$ cat config.mk
export PLATFORM = sky130hd
export DESIGN_NAME = class_score_packer
export DESIGN_NICKNAME = d
export VERILOG_FILES = /design/src/rtl/class_score_packer.sv
export SDC_FILE = /design/constraint.sdc
export NUM_CORES = 1
export LEC_CHECK = 0
export ABC_AREA = 0
export CORE_MARGIN = 4
export CORE_UTILIZATION = 30
export CTS_BUF_LIST = sky130_fd_sc_hd__clkbuf_8
export DETAILED_ROUTE_END_ITERATION = 8
export PLACE_DENSITY = 0.46
export SYNTH_ARGS = -nofsm -noshare
export SYNTH_HDL_FRONTEND = slang
export SYNTH_SLANG_ARGS = --single-unit
$ cat constraint.sdc
create_clock -name clk -period 4.2 [get_ports clk]
set_input_delay 0.84 -clock clk [delete_from_list [all_inputs] [get_ports clk]]
set_output_delay 0.84 -clock clk [all_outputs]
set_load 0.03 [all_outputs]
$ cat src/rtl/class_score_packer.sv
// Collects per-class accumulator words, requantises them to unsigned scores and
// packs each frame onto a stable output bus, with a shadow frame for overlap.
module class_score_packer #(
  parameter int unsigned BIT_SIZE    = 8,
  parameter int unsigned NUM_CLASSES = 10,
  parameter int unsigned ACC_WIDTH   = 20,
  parameter int unsigned SHIFT       = 8
) (
  input  logic                            clk,
  input  logic                            rst,
  input  logic                            s_valid,
  output logic                            s_ready,
  input  logic [ACC_WIDTH-1:0]            s_data,
  input  logic                            s_last,
  output logic [BIT_SIZE*NUM_CLASSES-1:0] out,
  output logic                            out_valid,
  input  logic                            out_ack,
  output logic                            err_len
);

  localparam int unsigned IDX_W   = (NUM_CLASSES > 1) ? $clog2(NUM_CLASSES) : 1;
  localparam int unsigned FRAME_W = BIT_SIZE * NUM_CLASSES;

  typedef enum logic [0:0] {COLLECT = 1'b0, WAIT = 1'b1} state_t;

  state_t              state, state_d;
  logic [IDX_W-1:0]    idx, idx_d;
  logic [FRAME_W-1:0]  shadow, shadow_d;
  logic                shadow_err, shadow_err_d;
  logic [FRAME_W-1:0]  out_d;
  logic                out_valid_d, err_len_d;

  logic signed [ACC_WIDTH-1:0] shifted;
  logic [BIT_SIZE-1:0]         score;
  logic [FRAME_W-1:0]          merged;
  logic                        xfer, last_idx, frame_end, len_bad;

  assign s_ready = rst && (state == COLLECT);

  // Requantise: arithmetic shift, then clamp to the unsigned score range.
  always_comb begin
    shifted = $signed(s_data) >>> SHIFT;
    score   = shifted[BIT_SIZE-1:0];
    if (shifted[ACC_WIDTH-1])
      score = '0;
    else if (|shifted[ACC_WIDTH-1:BIT_SIZE])
      score = '1;
  end

  // Shadow frame with the incoming score placed in the current class slice.
  always_comb begin
    merged = shadow;
    for (int k = 0; k < int'(NUM_CLASSES); k++) begin
      if (idx == IDX_W'(k))
        merged[(int'(NUM_CLASSES) - 1 - k) * int'(BIT_SIZE) +: BIT_SIZE] = score;
    end
  end

  assign xfer      = s_valid && s_ready;
  assign last_idx  = (idx == IDX_W'(NUM_CLASSES - 1));
  assign frame_end = xfer && (s_last || last_idx);
  assign len_bad   = (s_last && !last_idx) || (last_idx && !s_last);

  always_comb begin
    state_d      = state;
    idx_d        = idx;
    shadow_d     = shadow;
    shadow_err_d = shadow_err;
    out_d        = out;
    out_valid_d  = out_valid;
    err_len_d    = 1'b0;
    unique case (state)
      COLLECT: begin
        if (frame_end) begin
          if (!out_valid || out_ack) begin
            out_d       = merged;
            out_valid_d = 1'b1;
            err_len_d   = len_bad;
            shadow_d    = '0;
            idx_d       = '0;
          end else begin
            shadow_d     = merged;
            shadow_err_d = len_bad;
            state_d      = WAIT;
          end
        end else begin
          if (xfer) begin
            shadow_d = merged;
            idx_d    = idx + IDX_W'(1);
          end
          if (out_valid && out_ack)
            out_valid_d = 1'b0;
        end
      end
      WAIT: begin
        if (out_ack) begin
          out_d        = shadow;
          out_valid_d  = 1'b1;
          err_len_d    = shadow_err;
          shadow_d     = '0;
          shadow_err_d = 1'b0;
          idx_d        = '0;
          state_d      = COLLECT;
        end
      end
      default: state_d = COLLECT;
    endcase
  end

  always_ff @(posedge clk) begin
    if (!rst) begin
      state      <= COLLECT;
      idx        <= '0;
      shadow     <= '0;
      shadow_err <= 1'b0;
      out        <= '0;
      out_valid  <= 1'b0;
      err_len    <= 1'b0;
    end else begin
      state      <= state_d;
      idx        <= idx_d;
      shadow     <= shadow_d;
      shadow_err <= shadow_err_d;
      out        <= out_d;
      out_valid  <= out_valid_d;
      err_len    <= err_len_d;
    end
  end

endmodule

==> impl_summary.md <==
Run status
The run finished with clean final reports.

Global routing
The total overflow left after global routing is 0. The via count of the first global-routing pass was 6,497. The global-route wire length before repair is 38.6 mm. Across every metal layer, demand over resource in global routing totals 17.3%. The initial antenna violation count was 0. The largest net degree at the start of global routing is 141.

Clock network
For this design, the sink count on the clock tree is 168. TritonCTS created 17 clock buffers. The insertion delay to the later sink of the worst-skew pair is 460 ps.

The maximum root-to-sink buffer count is 2. The CTS tree is yes. The post-cts resize count is 0. After clock tree synthesis, the clock-pin slew on the worst setup and hold paths is 80 ps. The root buffer cell chosen for the clock tree is sky130_fd_sc_hd__clkbuf_8. In this run the number of H-tree levels came out at 4.

For this design, the CTS-stage hold fixing added 0 buffers. The post-CTS setup buffer count is 0.

STA
The final count of negative-setup-slack endpoints is 0. The setup clock skew after layout is 14.8 ps. Setup total negative slack on the finished layout was measured at 0 ps. Setup repair after global routing left no endpoint under its margin.

Headroom to the max-slew limit came out at 35.0%. The part of the cycle the worst path needs is 74.4%. The transition time of the tightest slew-check pin is 971 ps. Static timing analysis puts the maximum clock frequency at 320 MHz. The max-slew violation count came to 0. The count of endpoints failing hold in the final timing report is 0. Setup slack on the critical path of the routed design comes to 1080 ps. After layout, the minimum clock period comes to 3120 ps.

Synth
The most frequently used cell type in the post-synthesis netlist is sky130_fd_sc_hd__dfxtp_1. Of all cell types, the one taking the most synthesized area is sky130_fd_sc_hd__dfxtp_1. The share of synthesized area in the top cell type comes to 43.8%. Synthesis produced 826 cells. Counting distinct cell types in the post-synthesis netlist gives 67. The commonest cells after synthesis are sky130_fd_sc_hd__dfxtp_1, sky130_fd_sc_hd__a21oi_1, sky130_fd_sc_hd__o21ai_0. The post-synthesis async set-or-reset flop share is 0%. The sequential cell area fraction in the yosys report is 43.8%.

After synthesis the cells add up to 7670 um^2. Ranked by total cell area, the synthesized netlist is headed by sky130_fd_sc_hd__dfxtp_1, sky130_fd_sc_hd__a21oi_1, sky130_fd_sc_hd__o21ai_0. The synthesized area per cell is 9.29 um^2. The synthesized design contains 168 register bits.

For this run, the number of Yosys warnings is 0. The predominant post-synthesis flop cell is sky130_fd_sc_hd__dfxtp_1. The number of nets handed over by synthesis was 856. The count of flip-flops with a built-in enable after synthesis is 0.

Critical path
The register-to-register path setup slack is 1130 ps. Counting buffers and inverters, the worst setup path is 3 cells deep. The critical setup path kind is in -> out. Along the worst path, the maximum fanout reaches 32. The endpoint identified for the worst register-to-register timing path is out[70]. The reg-to-reg critical path startpoint is idx[1]. For this design, the slowest cell found on the critical path is sky130_fd_sc_hd__clkdlybuf4s50_1. The kind of cell with the highest combined delay along the critical path is buffers and inverters. Traced cell by cell, the critical path runs through buf_2 -> and2b_1 -> clkdlybuf4s50_1.

For the worst setup path, the data arrival time is 2280 ps. The number of buffer and inverter stages on the critical path is 2. The cell count of the worst reg-to-reg path is 10. The worst setup path is captured at an output pin. The worst setup path is launched from a primary input. In this design, the stage delay of the slowest critical-path cell is 700 ps. The launching element of the worst setup path is rst.

The critical path required time is 3360 ps.

Hold path
The cell count of the worst hold path is 1. The startpoint of the worst hold path is shadow[59]. The worst hold path belongs to the class reg -> reg. The worst hold path terminates at shadow[59].

Die
The site row count is 58. The core area is 25,200 um^2. The vertical extent of the die is 168 um. The die is 168 um wide. The initial core utilization is 30.5%.

The die covers 28,200 um^2. The number of top-level pins is 108.

Placed design
Detailed placement finished with a half-perimeter wire length of 16.4 mm. In this run the tool buffered the top-level ports with 99 buffer cells. At the end of routability-driven placement, the weighted congestion stood at 0.764. The setup slack after placement is 900 ps.

Power
The combinational fraction of design power is 14.7%. The share of total power dissipated in the clock network is 34.4%. The maximum vdd ir drop is 0.000186 V.

The power per cell area is 354 nW/um^2. The cell leakage power is 3.13 nW. The analysis attributes to net switching a power of 0.000942 W. The sequential cell fraction of total power is 50.9%. The switching share of power is 28.6%. The internal power is 0.00235 W.

Job
The tool flagged a number of max-cap violations equal to 0.

Route
In the final routed layout, each cell accounts on average for 20.1 um. The first routing iteration left 457 violations. The routed via count is 6,626.

For this run, design rule violations remaining after detail routing come to 0. The mean number of vias per cell is 5.38. The number of antenna-violating nets in the routed design is 0. The post-detailed-routing wire length is 24.7 mm. The detailed-routing iteration count for the pre-antenna-repair pass is 6.

Finish
The signed area change from the synthesized netlist to the final layout is 21.0%. The final-stage net count is 919. The ratio of cells with drive above 1 in the final layout is 11.1%.

The number of antenna cells inserted is 0.
worst max path at each step:
stage | endpoint | slack (ps)
after global placement | out[44] | 890
after global routing | out[70] | 890
final | s_ready | 1080
after floorplan | out[72] | 1880
after CTS | s_ready | 1050
after detailed placement | out[44] | 900
area by class of cell:
cell class	instances	area, um^2
fill	2573	15900
multi-input combinational	566	3890
sequential	168	3360
timing repair buffer	126	1210
tap	330	413
clock buffer	18	248
clock inverter	13	118
inverter	10	37.5
sequential cells by signal, summed over array words and instances, names as in the netlist:
name and cells:
out 80, out_valid 1, state 1, idx 4
shadow_err 1, shadow 80, err_len 1
power by group through the flow:
stage	combinational (W)	sequential [W]	clock (W)
3_5_place_dp	0.000487	0.00171	0
4_1_cts	0.000489	0.00168	0.00117
5_1_grt	0.000518	0.00168	0.00123
6_report	0.000483	0.00167	0.00113
2_1_floorplan	0.000201	0.00180	0
3_3_place_gp	0.000486	0.00171	0
metal layers:
metal / wire (um) / up-vias / GRT usage [%] / share of wire, %
li1: - / 3274 / - / -
met1: 11500 / 3167 / 23.3 / 47
met2: 11900 / 165 / 28.7 / 48
met3: 976 / 20 / 3.33 / 3.9
met4: 349 / 0 / 4.20 / 1.4
met5: 0 / - / 0 / 0
metrics by stage:
step	hold WS [ps]	area, um^2	utilization [%]	std cells	total power (W)
final	470	9280	36.9	1231	0.00329
after global routing	486	9280	36.9	1231	0.00343
after CTS	473	9280	36.9	1231	0.00334
after detailed placement	458	8920	35.4	1200	0.00220
after global placement	450	8920	35.4	1200	0.00220
after floorplan	432	7670	-	826	0.00200
cell families (layout without fill, tap and decap cells):
logic type	count (synthesis)	after routing	share of synthesized area [%]
compound gates	382	382	34.7
fa+ha+maj	5	5	0.815
buf+inv	92	167	5.56
flops	168	168	43.8
mux	8	8	1.06
simple gates	171	171	14.0
cell usage in the layout (no fill, tap or decap), types with 3 or more instances in the layout:
cell type / count
sky130_fd_sc_hd__a211oi_1: 3
sky130_fd_sc_hd__a21oi_1: 105
sky130_fd_sc_hd__a22o_1: 35
sky130_fd_sc_hd__a22oi_1: 23
sky130_fd_sc_hd__a22oi_2: 4
sky130_fd_sc_hd__a2bb2oi_1: 17
sky130_fd_sc_hd__a31oi_1: 15
sky130_fd_sc_hd__a32o_1: 15
sky130_fd_sc_hd__and3_1: 3
sky130_fd_sc_hd__buf_4: 25
sky130_fd_sc_hd__clkbuf_8: 18
sky130_fd_sc_hd__clkdlybuf4s50_1: 97
sky130_fd_sc_hd__clkinv_2: 3
sky130_fd_sc_hd__dfxtp_1: 167
sky130_fd_sc_hd__ha_1: 5
sky130_fd_sc_hd__inv_1: 12
sky130_fd_sc_hd__inv_2: 3
sky130_fd_sc_hd__mux2i_1: 7
sky130_fd_sc_hd__nand2_1: 53
sky130_fd_sc_hd__nand2b_1: 24
sky130_fd_sc_hd__nand3_1: 3
sky130_fd_sc_hd__nand3b_1: 5
sky130_fd_sc_hd__nand4_1: 3
sky130_fd_sc_hd__nor2_1: 21
sky130_fd_sc_hd__nor2b_1: 3
sky130_fd_sc_hd__nor3_1: 14
sky130_fd_sc_hd__nor3b_1: 3
sky130_fd_sc_hd__nor4_4: 7
sky130_fd_sc_hd__o21a_1: 13
sky130_fd_sc_hd__o21ai_0: 75
sky130_fd_sc_hd__o21ai_1: 16
sky130_fd_sc_hd__o221a_1: 5
sky130_fd_sc_hd__o221a_2: 3
sky130_fd_sc_hd__o221ai_1: 4
sky130_fd_sc_hd__o31ai_1: 18
sky130_fd_sc_hd__o32ai_1: 6
sky130_fd_sc_hd__o32ai_2: 15
sky130_fd_sc_hd__or4_1: 6
No activity file was read; power rests on OpenSTA's default activity.
